--- src/rtl/mul_div_unit.sv ---
// Iterative MIPS multiply/divide unit owning HI/LO.
// Shift-add multiply, restoring divide, one bit per cycle plus a fix-up cycle.
module mul_div_unit #(
  parameter int WIDTH = 32
) (
  input  logic             clk,
  input  logic             rst,
  input  logic             start,
  input  logic [2:0]       op,
  input  logic [WIDTH-1:0] rs_i,
  input  logic [WIDTH-1:0] rt_i,
  input  logic             flush,
  output logic             busy,
  output logic             done,
  output logic [WIDTH-1:0] hi_o,
  output logic [WIDTH-1:0] lo_o
);

  localparam int CW = $clog2(WIDTH) + 1;

  typedef enum logic [1:0] {
    S_IDLE,
    S_MUL,
    S_DIV,
    S_FIX
  } state_t;

  state_t             r_state;
  logic [CW-1:0]      r_cnt;
  logic [2*WIDTH-1:0] r_prod;
  logic [WIDTH-1:0]   r_b;
  logic [WIDTH-1:0]   r_rs;
  logic               r_neg_q;
  logic               r_neg_r;
  logic               r_dz;
  logic               r_div;
  logic               r_busy;
  logic               r_done;
  logic [WIDTH-1:0]   r_hi;
  logic [WIDTH-1:0]   r_lo;

  logic               w_is_mul;
  logic               w_is_div;
  logic               w_is_mthi;
  logic               w_is_mtlo;
  logic               w_signed;
  logic [WIDTH-1:0]   w_mag_a;
  logic [WIDTH-1:0]   w_mag_b;
  logic [WIDTH:0]     w_sum;
  logic [WIDTH:0]     w_rem_sh;
  logic [WIDTH:0]     w_diff;
  logic [2*WIDTH-1:0] w_mul_next;
  logic [2*WIDTH-1:0] w_div_next;
  logic [2*WIDTH-1:0] w_prod_fix;
  logic [WIDTH-1:0]   w_quo_fix;
  logic [WIDTH-1:0]   w_rem_fix;
  logic               w_last;

  assign w_is_mul  = start & (op[2:1] == 2'b00);
  assign w_is_div  = start & (op[2:1] == 2'b01);
  assign w_is_mthi = start & (op == 3'b100);
  assign w_is_mtlo = start & (op == 3'b101);
  assign w_signed  = ~op[0];

  assign w_mag_a = (w_signed & rs_i[WIDTH-1]) ? -rs_i : rs_i;
  assign w_mag_b = (w_signed & rt_i[WIDTH-1]) ? -rt_i : rt_i;

  // multiply: r_prod = {partial sum, remaining multiplier bits}
  assign w_sum = {1'b0, r_prod[2*WIDTH-1:WIDTH]}
               + (r_prod[0] ? {1'b0, r_b} : '0);
  assign w_mul_next = {w_sum, r_prod[WIDTH-1:1]};

  // divide: r_prod = {partial remainder, dividend/quotient bits}
  assign w_rem_sh = {r_prod[2*WIDTH-1:WIDTH], r_prod[WIDTH-1]};
  assign w_diff   = w_rem_sh - {1'b0, r_b};
  assign w_div_next = w_diff[WIDTH]
    ? {w_rem_sh[WIDTH-1:0], r_prod[WIDTH-2:0], 1'b0}
    : {w_diff[WIDTH-1:0], r_prod[WIDTH-2:0], 1'b1};

  assign w_prod_fix = r_neg_q ? -r_prod : r_prod;
  assign w_quo_fix  = r_neg_q ? -r_prod[WIDTH-1:0] : r_prod[WIDTH-1:0];
  assign w_rem_fix  = r_neg_r ? -r_prod[2*WIDTH-1:WIDTH]
                              : r_prod[2*WIDTH-1:WIDTH];
  assign w_last     = (r_cnt == CW'(WIDTH - 1));

  always_ff @(posedge clk or negedge rst) begin
    if (!rst) begin
      r_state <= S_IDLE;
      r_cnt   <= '0;
      r_prod  <= '0;
      r_b     <= '0;
      r_rs    <= '0;
      r_neg_q <= 1'b0;
      r_neg_r <= 1'b0;
      r_dz    <= 1'b0;
      r_div   <= 1'b0;
      r_busy  <= 1'b0;
      r_done  <= 1'b0;
      r_hi    <= '0;
      r_lo    <= '0;
    end else if (flush) begin
      r_state <= S_IDLE;
      r_cnt   <= '0;
      r_busy  <= 1'b0;
      r_done  <= 1'b0;
    end else begin
      r_done <= 1'b0;
      unique case (r_state)
        S_IDLE: begin
          r_cnt   <= '0;
          r_neg_q <= w_signed & (rs_i[WIDTH-1] ^ rt_i[WIDTH-1]);
          r_neg_r <= w_signed & rs_i[WIDTH-1];
          r_rs    <= rs_i;
          r_dz    <= (rt_i == '0);
          unique case (1'b1)
            w_is_mul: begin
              r_prod  <= {{WIDTH{1'b0}}, w_mag_b};
              r_b     <= w_mag_a;
              r_div   <= 1'b0;
              r_busy  <= 1'b1;
              r_state <= S_MUL;
            end
            w_is_div: begin
              r_prod  <= {{WIDTH{1'b0}}, w_mag_a};
              r_b     <= w_mag_b;
              r_div   <= 1'b1;
              r_busy  <= 1'b1;
              r_state <= S_DIV;
            end
            w_is_mthi: r_hi <= rs_i;
            w_is_mtlo: r_lo <= rs_i;
            default: ;
          endcase
        end
        S_MUL: begin
          r_prod <= w_mul_next;
          r_cnt  <= r_cnt + 1'b1;
          if (w_last) r_state <= S_FIX;
        end
        S_DIV: begin
          r_prod <= w_div_next;
          r_cnt  <= r_cnt + 1'b1;
          if (w_last) r_state <= S_FIX;
        end
        S_FIX: begin
          if (!r_div) begin
            r_hi <= w_prod_fix[2*WIDTH-1:WIDTH];
            r_lo <= w_prod_fix[WIDTH-1:0];
          end else if (r_dz) begin
            // divide by zero reports the raw dividend, not its magnitude
            r_hi <= r_rs;
            r_lo <= {WIDTH{1'b1}};
          end else begin
            r_hi <= w_rem_fix;
            r_lo <= w_quo_fix;
          end
          r_cnt   <= '0;
          r_busy  <= 1'b0;
          r_done  <= 1'b1;
          r_state <= S_IDLE;
        end
        default: r_state <= S_IDLE;
      endcase
    end
  end

  assign busy = r_busy;
  assign done = r_done;
  assign hi_o = r_hi;
  assign lo_o = r_lo;

endmodule

--- config.mk ---
export PLATFORM = sky130hd
export DESIGN_NAME = mul_div_unit
export DESIGN_NICKNAME = d
export VERILOG_FILES = /design/src/rtl/mul_div_unit.sv
export SDC_FILE = /design/constraint.sdc
export NUM_CORES = 1
export LEC_CHECK = 0
export CAP_MARGIN = 20
export CORE_ASPECT_RATIO = 1.75
export CORE_MARGIN = 2
export CORE_UTILIZATION = 57
export DETAILED_ROUTE_END_ITERATION = 8
export PLACE_DENSITY = 0.79
export SYNTH_ARGS = -nofsm -noshare
export SYNTH_HDL_FRONTEND = slang
export SYNTH_SLANG_ARGS = --single-unit
--- constraint.sdc ---
create_clock -name clk -period 8.35 [get_ports clk]
set_input_delay 1.67 -clock clk [delete_from_list [all_inputs] [get_ports clk]]
set_output_delay 1.67 -clock clk [all_outputs]
set_load 0.01 [all_outputs]
==> impl_metrics.yaml <==
critical_path:
  r2r_cells: 12
  path_delay_family: "compound AO/OA/AOI/OAI gates"
  crit_top_cell: "nor2_1"
  critical-path-max-stage-delay_ns: 0.83
  regToRegStartpoint: "r_prod[33]$_DFFE_PN0P_"
  cp.required_ns: 8.78
  criticalPathCategory: "register to register"
  crit_chain: "ha_1 -> nor2b_1 -> o31ai_1 -> a32oi_1 -> a211o_1 -> nand2_1 -> nor2_1 -> o311ai_4 -> buf_4 -> mux2i_1 -> nor2_1 -> a221o_1"
  regToRegEndpoint: "r_prod[55]$_DFFE_PN0P_"
  cp-start-kind: "register"
  slowest_stage: "o311ai_4"
  reg2reg_slack_ns: 3.78
  endpoint_kind: "register"
  arrival_ns: 5.00
  critPathMaxFanout: 21
  path_buf_inv: 1
synthesis:
  yosys-top-cells-count: "362 x nand2_1, 206 x dfrtp_1, 206 x o21ai_0"
  netlist_area_um2: 16600
  synthArstFlopShare_pct: 100
  synthDominantCellAreaShare_pct: 31.0
  post-synth-top-count-cell: "nand2_1"
  ys_ff_latch: 206
  seq_area_frac_synth_pct: 31.0
  synth_area_per_cell_um2: 7.70
  ys.flop_type: "dfrtp_1"
  yosys_warnings: 0
  yosysUniqueCellTypes: 77
  netlist_instances: 2161
  synth_top_cell_by_area: "dfrtp_1"
  syn_nets: 2307
  synth-edff-count: 0
  synthTopCellsByArea: "dfrtp_1 31%, nand2_1 8.2%, o21ai_0 6.2%"
place:
  place.gp.congestion: 1.08
  hpwl_um: 50000
  dpl_cell_area_um2: 18100
  io_buffers: 136
clock_tree:
  clock_latency_ns: 0.54
  cts_max_path_buffers: 3
  cts_setup_buffers: 0
  cts_hold_buf: 0
  cts_tree: "done"
  clkTransAtPathRegs_ns: 0.07
  post_cts_resized: 0
  ctsRootBufferMaster: "clkbuf_16"
  cts_sinks: 206
  htreeDepth: 1
  cts-buffers-inserted: 22
route:
  drt_iter0_markers: 1634
  drc: 0
  via_per_inst: 6.76
  route.vias.total: 17500
  wl_per_cell_um: 26.1
  drtPass1Iterations: 6
  antenna_left: 0
  totalWireLength_um: 67500
timing:
  setup_viol: 0
  tns_ns: 0
  drv_slew: 0
  finalCritPeriodShare_pct: 54.8
  max_clock_freq_ghz: 0.219
  period_minus_slack_ns: 4.57
  rsz0062_at_grt: "false"
  worst_pin_slew_ns: 1.04
  whs_ns: 0.478
  max-slew-margin-rel_pct: 30.5
  worst_clock_skew_ns: 0.0100
  hold_viol: 0
power:
  seq_power_share_pct: 27.2
  switchingPower_mw: 3.61
  p_leak_nw: 7.99
  p_comb_share_pct: 58.1
  p_sw_share_pct: 49.8
  clockPowerShare_pct: 14.7
  p_int_mw: 3.63
  peakVddDrop_mv: 0.574
  p_per_area_nw_per_um2: 383
global_route:
  grt_max_degree: 75
  grt_pass1_vias: 17000
  antenna_found_initial: 0
  grt_pass1_wl_um: 101000
  track_usage_pct: 43.3
  grt-ovfl-total: 0
hold_path:
  min_delay_path_depth: 2
  hp-class: "register to register"
  worstHoldStart: "r_rs[16]$_DFFE_PN0P_"
  holdPathEnd: "r_rs[16]$_DFFE_PN0P_"
floorplanning:
  core_um2: 28700
  dieArea_um2: 30600
  start_util_pct: 57.9
  num_rows: 82
  fp.dieW_um: 133
  boundaryPins: 137
  die_height_um: 230
layout:
  area_growth_syn_to_layout_pct: 13.5
  final_area_um2: 18900
  diodes: 0
  nets: 2342
  fillers: 2544
  drive_above_1_share_pct: 4.25
  finalCoreUtilization_pct: 65.8
run_status:
  outcome: "completed"
run:
  maxCapViolCount: 0
==> tightest hold or removal path: stages (launching register included) <==
cell and delay, ns:
dfrtp_1 0.34, nand2_1 0.05, nand2_1 0.06
==> how the worst max path moves through the flow <==
| stage | from | to | slack [ns] | cells past startpoint |
|---|---|---|---|---|
| floorplan | rs_i[2] | r_prod[17]$_DFFE_PN0P_ | 4.34 | 11 |
| global placement | rt_i[14] | r_b[28]$_DFFE_PN0P_ | 3.55 | 10 |
| detailed placement | rt_i[14] | r_b[28]$_DFFE_PN0P_ | 3.47 | 10 |
| CTS | r_prod[33]$_DFFE_PN0P_ | r_prod[55]$_DFFE_PN0P_ | 3.89 | 12 |
| global route | r_prod[33]$_DFFE_PN0P_ | r_prod[55]$_DFFE_PN0P_ | 3.62 | 12 |
| finish | r_prod[33]$_DFFE_PN0P_ | r_prod[55]$_DFFE_PN0P_ | 3.78 | 12 |
==> area by class of cell <==
| cell class | instances | area [um2] | share of cell area [%] |
|---|---|---|---|
| Clock buffer | 26 | 597 | 3.16 |
| Timing Repair Buffer | 164 | 1580 | 8.35 |
| Tap cell | 378 | 473 | 2.50 |
| Inverter | 60 | 225 | 1.19 |
| Sequential cell | 206 | 5150 | 27.3 |
| Clock inverter | 14 | 166 | 0.881 |
| Multi-Input combinational cell | 1742 | 10700 | 56.6 |
==> routing by layer <==
metal | up-vias | track usage (%) | wire length, um
met4 | 0 | 35.4 | 7000
li1 | 7814 | - | -
met5 | - | 0 | 0
met1 | 8334 | 45.6 | 22400
met2 | 1021 | 74.6 | 32700
met3 | 332 | 8.25 | 5370
==> cells by family (layout without fill, tap and decap cells) <==
family / after synthesis / count (layout) / synth area share (%)
muxes: 48 / 48 / 2.92
DFF: 206 / 206 / 31.0
xor gates and xnor gates: 179 / 179 / 9.42
buffers and inverters: 213 / 264 / 4.94
and+or+nand+nor: 699 / 699 / 18.7
adders and majority gates: 75 / 75 / 5.73
AOI/OAI and AO/OA: 741 / 741 / 27.4
==> layout by cell type, fill, tap and decap left out, types with 22 or more instances in the layout <==
cell type        instances
dfrtp_1                206
inv_1                   58
xor2_1                  64
o21ai_0                206
mux2i_1                 44
nand2_1                362
clkdlybuf4s50_1        135
xnor2_1                115
buf_4                   27
o31ai_1                 33
o21ai_1                 60
a22oi_1                 47
a21oi_1                163
o211ai_1                23
clkbuf_16               23
nor3_1                  22
nor2_1                 159
ha_1                    72
a21o_1                  23
o22ai_1                 50
==> sequential cells by signal, indices dropped and copies added (netlist names), 2 cells and up <==
name     flops
r_rs        32
r_cnt        6
lo_o        32
r_b         32
r_state      2
hi_o        32
r_prod      64
==> through the flow <==
step / power [mW] / cells / worst slack [ns]
6_report: 7.24 / 2590 / 3.78
5_1_grt: 7.66 / 2590 / 3.62
4_1_cts: 7.12 / 2590 / 3.89
3_3_place_gp: 5.96 / 2549 / 3.55
2_1_floorplan: 4.56 / 2161 / 4.34
3_5_place_dp: 6.04 / 2550 / 3.47
==> power by group through the flow <==
stage               Clock [mW]  Sequential [mW]  Combinational, mW
finish                    1.06             1.97               4.21
global route              1.10             1.99               4.57
CTS                       1.06             1.94               4.11
detailed placement           0             1.95               4.09
global placement             0             1.94               4.02
floorplan                    0             1.75               2.82
(Power assumes the default switching activity.)
